<file path="src/rtl/tx_cmd_arbiter_if.sv">
// Requester, transmitter and status signals of the two-requester command arbiter.
// slave = arbiter side, master = requester/transmitter side.
interface tx_cmd_arbiter_if;
  logic       req0_valid;
  logic       req0_ready;
  logic [2:0] req0_action;
  logic       req0_row;
  logic [1:0] req0_col;
  logic [7:0] req0_data;

  logic       req1_valid;
  logic       req1_ready;
  logic [2:0] req1_action;
  logic       req1_row;
  logic [1:0] req1_col;
  logic [7:0] req1_data;

  logic [7:0] t_d;
  logic       t_row;
  logic [1:0] t_col;
  logic [2:0] t_action;
  logic       t_busy;

  logic       done;
  logic       done_id;
  logic       err;

  modport slave (
    input  req0_valid, req0_action, req0_row, req0_col, req0_data,
    input  req1_valid, req1_action, req1_row, req1_col, req1_data,
    input  t_busy,
    output req0_ready, req1_ready,
    output t_d, t_row, t_col, t_action,
    output done, done_id, err
  );

  modport master (
    output req0_valid, req0_action, req0_row, req0_col, req0_data,
    output req1_valid, req1_action, req1_row, req1_col, req1_data,
    output t_busy,
    input  req0_ready, req1_ready,
    input  t_d, t_row, t_col, t_action,
    input  done, done_id, err
  );
endinterface

</file>
<file path="src/rtl/tx_cmd_arbiter.sv">
// Round-robin arbiter sharing the cell-matrix UART transmitter between two requesters.
// Issues one-cycle action pulses and tracks t_busy so nothing is issued mid-frame.
module tx_cmd_arbiter #(
  parameter int unsigned BUSY_TO = 16,
  parameter int unsigned GAP     = 0
) (
  input  logic            clk,
  input  logic            rst,
  tx_cmd_arbiter_if.slave bus
);

  localparam int unsigned CMAX = (BUSY_TO > GAP) ? BUSY_TO : GAP;
  localparam int unsigned CW   = $clog2(CMAX + 1);

  typedef enum logic [2:0] {
    S_IDLE,
    S_ISSUE,
    S_WAIT_BUSY,
    S_WAIT_DONE,
    S_GAP
  } state_t;

  state_t        state, state_next;
  logic [CW-1:0] cnt, cnt_next;
  logic          ptr, ptr_next;
  logic          owner, owner_next;
  logic [7:0]    d_q, d_next;
  logic          row_q, row_next;
  logic [1:0]    col_q, col_next;
  logic [2:0]    act_q, act_next;
  logic          done_q, done_next;
  logic          done_id_q, done_id_next;
  logic          err_q, err_next;

  logic          grant;
  logic          idle_free;
  logic          accept;
  logic          sel_valid;
  logic [2:0]    sel_action;
  logic          sel_row;
  logic [1:0]    sel_col;
  logic [7:0]    sel_data;
  logic          sel_legal;

  // A lone valid requester wins outright; with both valid the pointer decides.
  always_comb begin
    grant = ptr;
    if (bus.req0_valid && !bus.req1_valid) begin
      grant = 1'b0;
    end else if (bus.req1_valid && !bus.req0_valid) begin
      grant = 1'b1;
    end
  end

  assign idle_free      = (state == S_IDLE) && !bus.t_busy;
  assign bus.req0_ready = idle_free && !grant;
  assign bus.req1_ready = idle_free && grant;

  assign sel_valid  = grant ? bus.req1_valid  : bus.req0_valid;
  assign sel_action = grant ? bus.req1_action : bus.req0_action;
  assign sel_row    = grant ? bus.req1_row    : bus.req0_row;
  assign sel_col    = grant ? bus.req1_col    : bus.req0_col;
  assign sel_data   = grant ? bus.req1_data   : bus.req0_data;
  assign sel_legal  = (sel_action >= 3'd1) && (sel_action <= 3'd5);
  assign accept     = idle_free && sel_valid;

  always_comb begin
    state_next   = state;
    cnt_next     = cnt;
    ptr_next     = ptr;
    owner_next   = owner;
    d_next       = d_q;
    row_next     = row_q;
    col_next     = col_q;
    act_next     = '0;
    done_next    = 1'b0;
    done_id_next = done_id_q;
    err_next     = 1'b0;

    case (state)
      S_IDLE: begin
        if (accept) begin
          ptr_next   = ~grant;
          owner_next = grant;
          if (sel_legal) begin
            d_next     = sel_data;
            row_next   = sel_row;
            col_next   = sel_col;
            act_next   = sel_action;
            state_next = S_ISSUE;
          end else begin
            err_next     = 1'b1;
            done_next    = 1'b1;
            done_id_next = grant;
          end
        end
      end

      S_ISSUE: begin
        cnt_next = '0;
        if (act_q == 3'd1) begin
          done_next    = 1'b1;
          done_id_next = owner;
          state_next   = (GAP == 0) ? S_IDLE : S_GAP;
        end else begin
          state_next = S_WAIT_BUSY;
        end
      end

      // cnt counts WAIT_BUSY cycles already spent; timeout after BUSY_TO of them.
      S_WAIT_BUSY: begin
        if (bus.t_busy) begin
          state_next = S_WAIT_DONE;
        end else if (cnt == CW'(BUSY_TO - 1)) begin
          err_next     = 1'b1;
          done_next    = 1'b1;
          done_id_next = owner;
          state_next   = S_IDLE;
        end else begin
          cnt_next = cnt + CW'(1);
        end
      end

      S_WAIT_DONE: begin
        if (!bus.t_busy) begin
          cnt_next     = '0;
          done_next    = 1'b1;
          done_id_next = owner;
          state_next   = (GAP == 0) ? S_IDLE : S_GAP;
        end
      end

      S_GAP: begin
        if (cnt == CW'(GAP - 1)) begin
          state_next = S_IDLE;
        end else begin
          cnt_next = cnt + CW'(1);
        end
      end

      default: state_next = S_IDLE;
    endcase
  end

  always_ff @(posedge clk or negedge rst) begin
    if (!rst) begin
      state     <= S_IDLE;
      cnt       <= '0;
      ptr       <= 1'b0;
      owner     <= 1'b0;
      d_q       <= '0;
      row_q     <= 1'b0;
      col_q     <= '0;
      act_q     <= '0;
      done_q    <= 1'b0;
      done_id_q <= 1'b0;
      err_q     <= 1'b0;
    end else begin
      state     <= state_next;
      cnt       <= cnt_next;
      ptr       <= ptr_next;
      owner     <= owner_next;
      d_q       <= d_next;
      row_q     <= row_next;
      col_q     <= col_next;
      act_q     <= act_next;
      done_q    <= done_next;
      done_id_q <= done_id_next;
      err_q     <= err_next;
    end
  end

  assign bus.t_d      = d_q;
  assign bus.t_row    = row_q;
  assign bus.t_col    = col_q;
  assign bus.t_action = act_q;
  assign bus.done     = done_q;
  assign bus.done_id  = done_id_q;
  assign bus.err      = err_q;

endmodule

</file>
<file path="src/flat_wrapper.sv">
// flat-port wrapper written by rule: the top's interface ports become plain ports
module tx_cmd_arbiter_flat 
#(
  parameter int unsigned BUSY_TO = 16,
  parameter int unsigned GAP     = 0
)
  (clk, rst, bus_req0_valid, bus_req0_action, bus_req0_row, bus_req0_col, bus_req0_data, bus_req1_valid, bus_req1_action, bus_req1_row, bus_req1_col, bus_req1_data, bus_t_busy, bus_req0_ready, bus_req1_ready, bus_t_d, bus_t_row, bus_t_col, bus_t_action, bus_done, bus_done_id, bus_err);
  tx_cmd_arbiter_if bus_i ();
  input  logic clk;
  input  logic rst;
  input wire logic [$bits(bus_i.req0_valid)-1:0] bus_req0_valid;
  input wire logic [$bits(bus_i.req0_action)-1:0] bus_req0_action;
  input wire logic [$bits(bus_i.req0_row)-1:0] bus_req0_row;
  input wire logic [$bits(bus_i.req0_col)-1:0] bus_req0_col;
  input wire logic [$bits(bus_i.req0_data)-1:0] bus_req0_data;
  input wire logic [$bits(bus_i.req1_valid)-1:0] bus_req1_valid;
  input wire logic [$bits(bus_i.req1_action)-1:0] bus_req1_action;
  input wire logic [$bits(bus_i.req1_row)-1:0] bus_req1_row;
  input wire logic [$bits(bus_i.req1_col)-1:0] bus_req1_col;
  input wire logic [$bits(bus_i.req1_data)-1:0] bus_req1_data;
  input wire logic [$bits(bus_i.t_busy)-1:0] bus_t_busy;
  output wire logic [$bits(bus_i.req0_ready)-1:0] bus_req0_ready;
  output wire logic [$bits(bus_i.req1_ready)-1:0] bus_req1_ready;
  output wire logic [$bits(bus_i.t_d)-1:0] bus_t_d;
  output wire logic [$bits(bus_i.t_row)-1:0] bus_t_row;
  output wire logic [$bits(bus_i.t_col)-1:0] bus_t_col;
  output wire logic [$bits(bus_i.t_action)-1:0] bus_t_action;
  output wire logic [$bits(bus_i.done)-1:0] bus_done;
  output wire logic [$bits(bus_i.done_id)-1:0] bus_done_id;
  output wire logic [$bits(bus_i.err)-1:0] bus_err;
  assign bus_i.req0_valid = bus_req0_valid;
  assign bus_i.req0_action = bus_req0_action;
  assign bus_i.req0_row = bus_req0_row;
  assign bus_i.req0_col = bus_req0_col;
  assign bus_i.req0_data = bus_req0_data;
  assign bus_i.req1_valid = bus_req1_valid;
  assign bus_i.req1_action = bus_req1_action;
  assign bus_i.req1_row = bus_req1_row;
  assign bus_i.req1_col = bus_req1_col;
  assign bus_i.req1_data = bus_req1_data;
  assign bus_i.t_busy = bus_t_busy;
  assign bus_req0_ready = bus_i.req0_ready;
  assign bus_req1_ready = bus_i.req1_ready;
  assign bus_t_d = bus_i.t_d;
  assign bus_t_row = bus_i.t_row;
  assign bus_t_col = bus_i.t_col;
  assign bus_t_action = bus_i.t_action;
  assign bus_done = bus_i.done;
  assign bus_done_id = bus_i.done_id;
  assign bus_err = bus_i.err;
  tx_cmd_arbiter #(.BUSY_TO(BUSY_TO), .GAP(GAP)) u_core (.clk(clk), .rst(rst), .bus(bus_i));
endmodule
</file>
<file path="config.mk">
export PLATFORM = sky130hd
export DESIGN_NAME = tx_cmd_arbiter_flat
export DESIGN_NICKNAME = d
export VERILOG_FILES = /design/src/rtl/tx_cmd_arbiter_if.sv /design/src/rtl/tx_cmd_arbiter.sv /design/src/flat_wrapper.sv
export SDC_FILE = /design/constraint.sdc
export NUM_CORES = 1
export LEC_CHECK = 0
export CELL_PAD_IN_SITES_DETAIL_PLACEMENT = 0
export CELL_PAD_IN_SITES_GLOBAL_PLACEMENT = 1
export CORE_ASPECT_RATIO = 0.9
export CORE_MARGIN = 5
export CORE_UTILIZATION = 34
export CTS_BUF_LIST = sky130_fd_sc_hd__clkbuf_16
export DETAILED_ROUTE_END_ITERATION = 8
export GPL_ROUTABILITY_DRIVEN = 0
export PLACE_DENSITY = 0.83
export SKIP_CTS_REPAIR_TIMING = 1
export SLEW_MARGIN = 5
export SYNTH_ARGS = -nofsm -noshare
export SYNTH_HDL_FRONTEND = slang
export SYNTH_SLANG_ARGS = --single-unit
</file>
<file path="constraint.sdc">
create_clock -name clk -period 2.9 [get_ports clk]
set_input_delay 0.58 -clock clk [delete_from_list [all_inputs] [get_ports clk]]
set_output_delay 0.58 -clock clk [all_outputs]
set_load 0.03 [all_outputs]
</file>
==> metrics.txt, run 1 <==
status=finished, final reports clean; synth unique cells=34; CP Cell Sequence=clkdlybuf4s50_1 -> nor2_2 -> o21ai_4 -> mux2i_1 -> nor2_2 -> nor3_4 -> mux2_1; DRT Pass-1 Iters=4; row cnt=23; WL/cell=between 10 and 15 um; delay-heaviest family, CP=simple AND/OR/NAND/NOR gates; Syn Area/Cell=between 10 and 15 um2; dpl hpwl=slightly below 3000 um; max-cap viol count=0; IO buf count=51; antenna violations before repair=0; syn_nets=176; global route overflow=0; # IOs=52; TritonCTS clock tree=yes; vias in the first global route=between 1000 and 1500; Die ar.=between 0.005 and 0.006 mm2; clk sinks=26; Worst Setup Start Kind=input port; VDD IR max=between 0.0004 and 0.0005 V; GRT Util Overall=between 10% and 20%; CP arrival=~2.8 ns; Residual DRC=0; Compound-Gate Fraction of Synth Area=under 10%; CTS H-tree depth=1; Final Hold Fails=0; final setup fails=0; via count=1251; cell count along the critical path=7; Hold WC Path Type=flop to flop; Final Max Tran Viols=0; Seq/Total Area, Yosys=43.3%; RSZ-0062 raised after global routing=false; CP endpoint kind=flop; share of cells above drive strength 1=between 20 and 25%; Final Cell Area=approximately 0.0022 mm2; area grow syn2layout=47.5%; Post-Place Cell Area=about 0.0021 mm2; setup TNS=0 ns; number of buffers created by CTS=3; Crit-path slowest cell=nor3_4; Fill cells=approximately 420; Pleak=a little under 1 nW; clock-pin slew on the worst setup and hold paths=0.06 ns; multiplexer area fraction after synthesis=21.6%; number of nets in the layout=between 200 and 250; Post-Synth Adder-Cell Area=4.99%; Cells after Synth=approximately 140; Detail Route Antenna Nets=0; area of the multi-input gates=just under 800 um2; dominant cell type by area after synthesis=dfrtp_1; Pwr Density=907 mW/mm2; flops & latches, synth=26; DRT iter0 DRCs=63; first-pass GRT wire length=between 6000 and 7000 um; CP required=3.04 ns; die height=73.1 um; top cells by area, synth=dfrtp_1 (43%), mux2_4 (10%), mux2_2 (8.2%); diode count=0; worst r2r path cells=7; Slew headroom=between 50% and 60%; most used cell, CP=nor2_2; Crit path buffers/inverters=1; Final min period=2.67 ns; largest net degree at the start of global routing=27; clock latency on the worst-skew pair=0.25 ns; Post-Synth XOR/XNOR Area=less than 1%; CP max FO=11; Synth Area in Simple Gates=about 16%; Mapped Area=0.00150 mm2; largest family of logic cells by synthesized area=multiplexers; width of the die=around 80 um; Bufs on Longest Clock Path=2; Largest stage delay, worst path=0.62 ns; share of the synthesized area in the top cell type=a little over two fifths; fin crit share=between 90% and 100%; Worst Hold Path Cells=1; Clock Skew=between 0.0015 and 0.002 ns; Synthesis Warnings=0; routed wire length=between 3000 and 4000 um; critical path class=input port to flop; Root Buffer=clkbuf_16; Peak Freq=between 300 and 400 MHz; Starting Density=between 30% and 40%; area occupied by registers=651 um2; Core Footprint=0.00437 mm2; pin slew with the least headroom to its limit=~0.74 ns; vias per cell=4.79
## synthesized netlist by cell type (all sizes together)
cell and instances:
a211oi 1, a21oi 7, a31oi 2, and3 2
buf 2, clkbuf 3, dfrtp 26, ha 6
inv 6, mux2 22, mux2i 4, nand2 8
nand2b 3, nand3 4, nand3b 2, nor2 11
nor2b 3, nor3 4, nor3b 3, nor4 1
o21ai 10, o21bai 1, o2bb2ai 2, o311ai 1
or3 2, xor2 1
## state kept, by name, indices dropped and copies added, names as in the netlist
| name | count |
|---|---|
| u_core.owner | 1 |
| u_core.bus.done | 1 |
| u_core.bus.done_id | 1 |
| u_core.bus.t_d | 8 |
| u_core.bus.t_action | 3 |
| u_core.cnt | 5 |
| u_core.bus.t_row | 1 |
| u_core.ptr | 1 |
| u_core.bus.err | 1 |
| u_core.bus.t_col | 2 |
| u_core.state | 2 |
## kinds of logic after synthesis
group                      count (synthesis)
DFF                                       26
buffers and inverters                     11
AOI/OAI and AO/OA                         24
adders and majority gates                  6
xor gates and xnor gates                   1
and+or+nand+nor                           43
muxes                                     26
## placed cells by master (no fill, tap or decap), types with 2 or more instances in the layout
| cell type | n |
|---|---|
| nor3b_1 | 3 |
| a21oi_1 | 7 |
| nor2_1 | 9 |
| nor2b_1 | 3 |
| mux2i_1 | 4 |
| nand2_1 | 8 |
| nand2b_1 | 3 |
| clkbuf_16 | 3 |
| mux2_4 | 10 |
| inv_1 | 4 |
| mux2_2 | 11 |
| buf_4 | 14 |
| nand3_1 | 4 |
| inv_2 | 2 |
| o2bb2ai_1 | 2 |
| clkdlybuf4s50_1 | 49 |
| and3_1 | 2 |
| ha_1 | 6 |
| nor3_1 | 3 |
| nand3b_1 | 2 |
| nor2_2 | 2 |
| dfrtp_1 | 26 |
| a31oi_1 | 2 |
| or3_1 | 2 |
| o21ai_0 | 8 |
## routing by layer
layer,vias up,routed length (um),GRT usage [%]
li1,606,-,-
met1,602,1440,15.7
met2,39,1980,25.2
met3,4,222,3.83
met4,0,36,3.38
met5,-,0,0
## worst register-to-register path, stage by stage (launching register included)
cell and delay [ns]:
dfrtp_1 0.40, inv_1 0.11, ha_1 0.34, inv_2 0.10, nor2_1 0.16, o21ai_0 0.20
nor3_4 0.68, mux2_1 0.39
## worst paths after layout
check	start	end	slack, ns
setup / recovery	bus_req1_valid	u_core.bus.t_d[0]	0.23
hold / removal	u_core.bus.t_d[0]	u_core.bus.t_d[0]	0.49
setup reg to reg	u_core.state[0]	u_core.bus.t_d[0]	0.40
hold reg to reg	u_core.bus.t_d[0]	u_core.bus.t_d[0]	0.49
max in group asynchronous	rst	u_core.cnt[3]	1.95
min in group asynchronous	rst	u_core.bus.err	0.70
## layout make-up
class                   count  area share, %
multi-input cells         100           35.8
flip-flops and latches     26           29.3
repair buffers             63           26.8
well taps                  62           3.50
clock buffers               3           3.38
inverters                   6           1.02
clock inverters             1          0.169
## stage by stage
stage               worst slack [ns]  total power (W)  std cells  hold slack (ns)  utilization [%]
finish                         0.228          0.00201        261            0.490             50.7
floorplan                      0.653          0.00131        137            0.284                -
global route                  0.0959          0.00215        261            0.533             50.7
detailed placement           -0.0825          0.00173        257            0.486             48.9
CTS                            0.197          0.00204        261            0.501             50.7
global placement              0.0738          0.00169        257            0.478             48.9
## where the power goes
group	leakage (nW)	switching (W)	total [W]	internal, W
Clock	0.0385	0.000115	0.000299	0.000184
Combinational	0.601	0.000586	0.00112	0.000538
Sequential	0.327	0.0000906	0.000590	0.000499
Note: power is estimated with default switching activity, not from simulation.
==> run 2, diff against run 1 <==
Settings changed: CTS_CLUSTER_SIZE set to 25.
==> results of run 2 <==
Same layout as run 1: the final DEF is identical, and so are final timing and power.
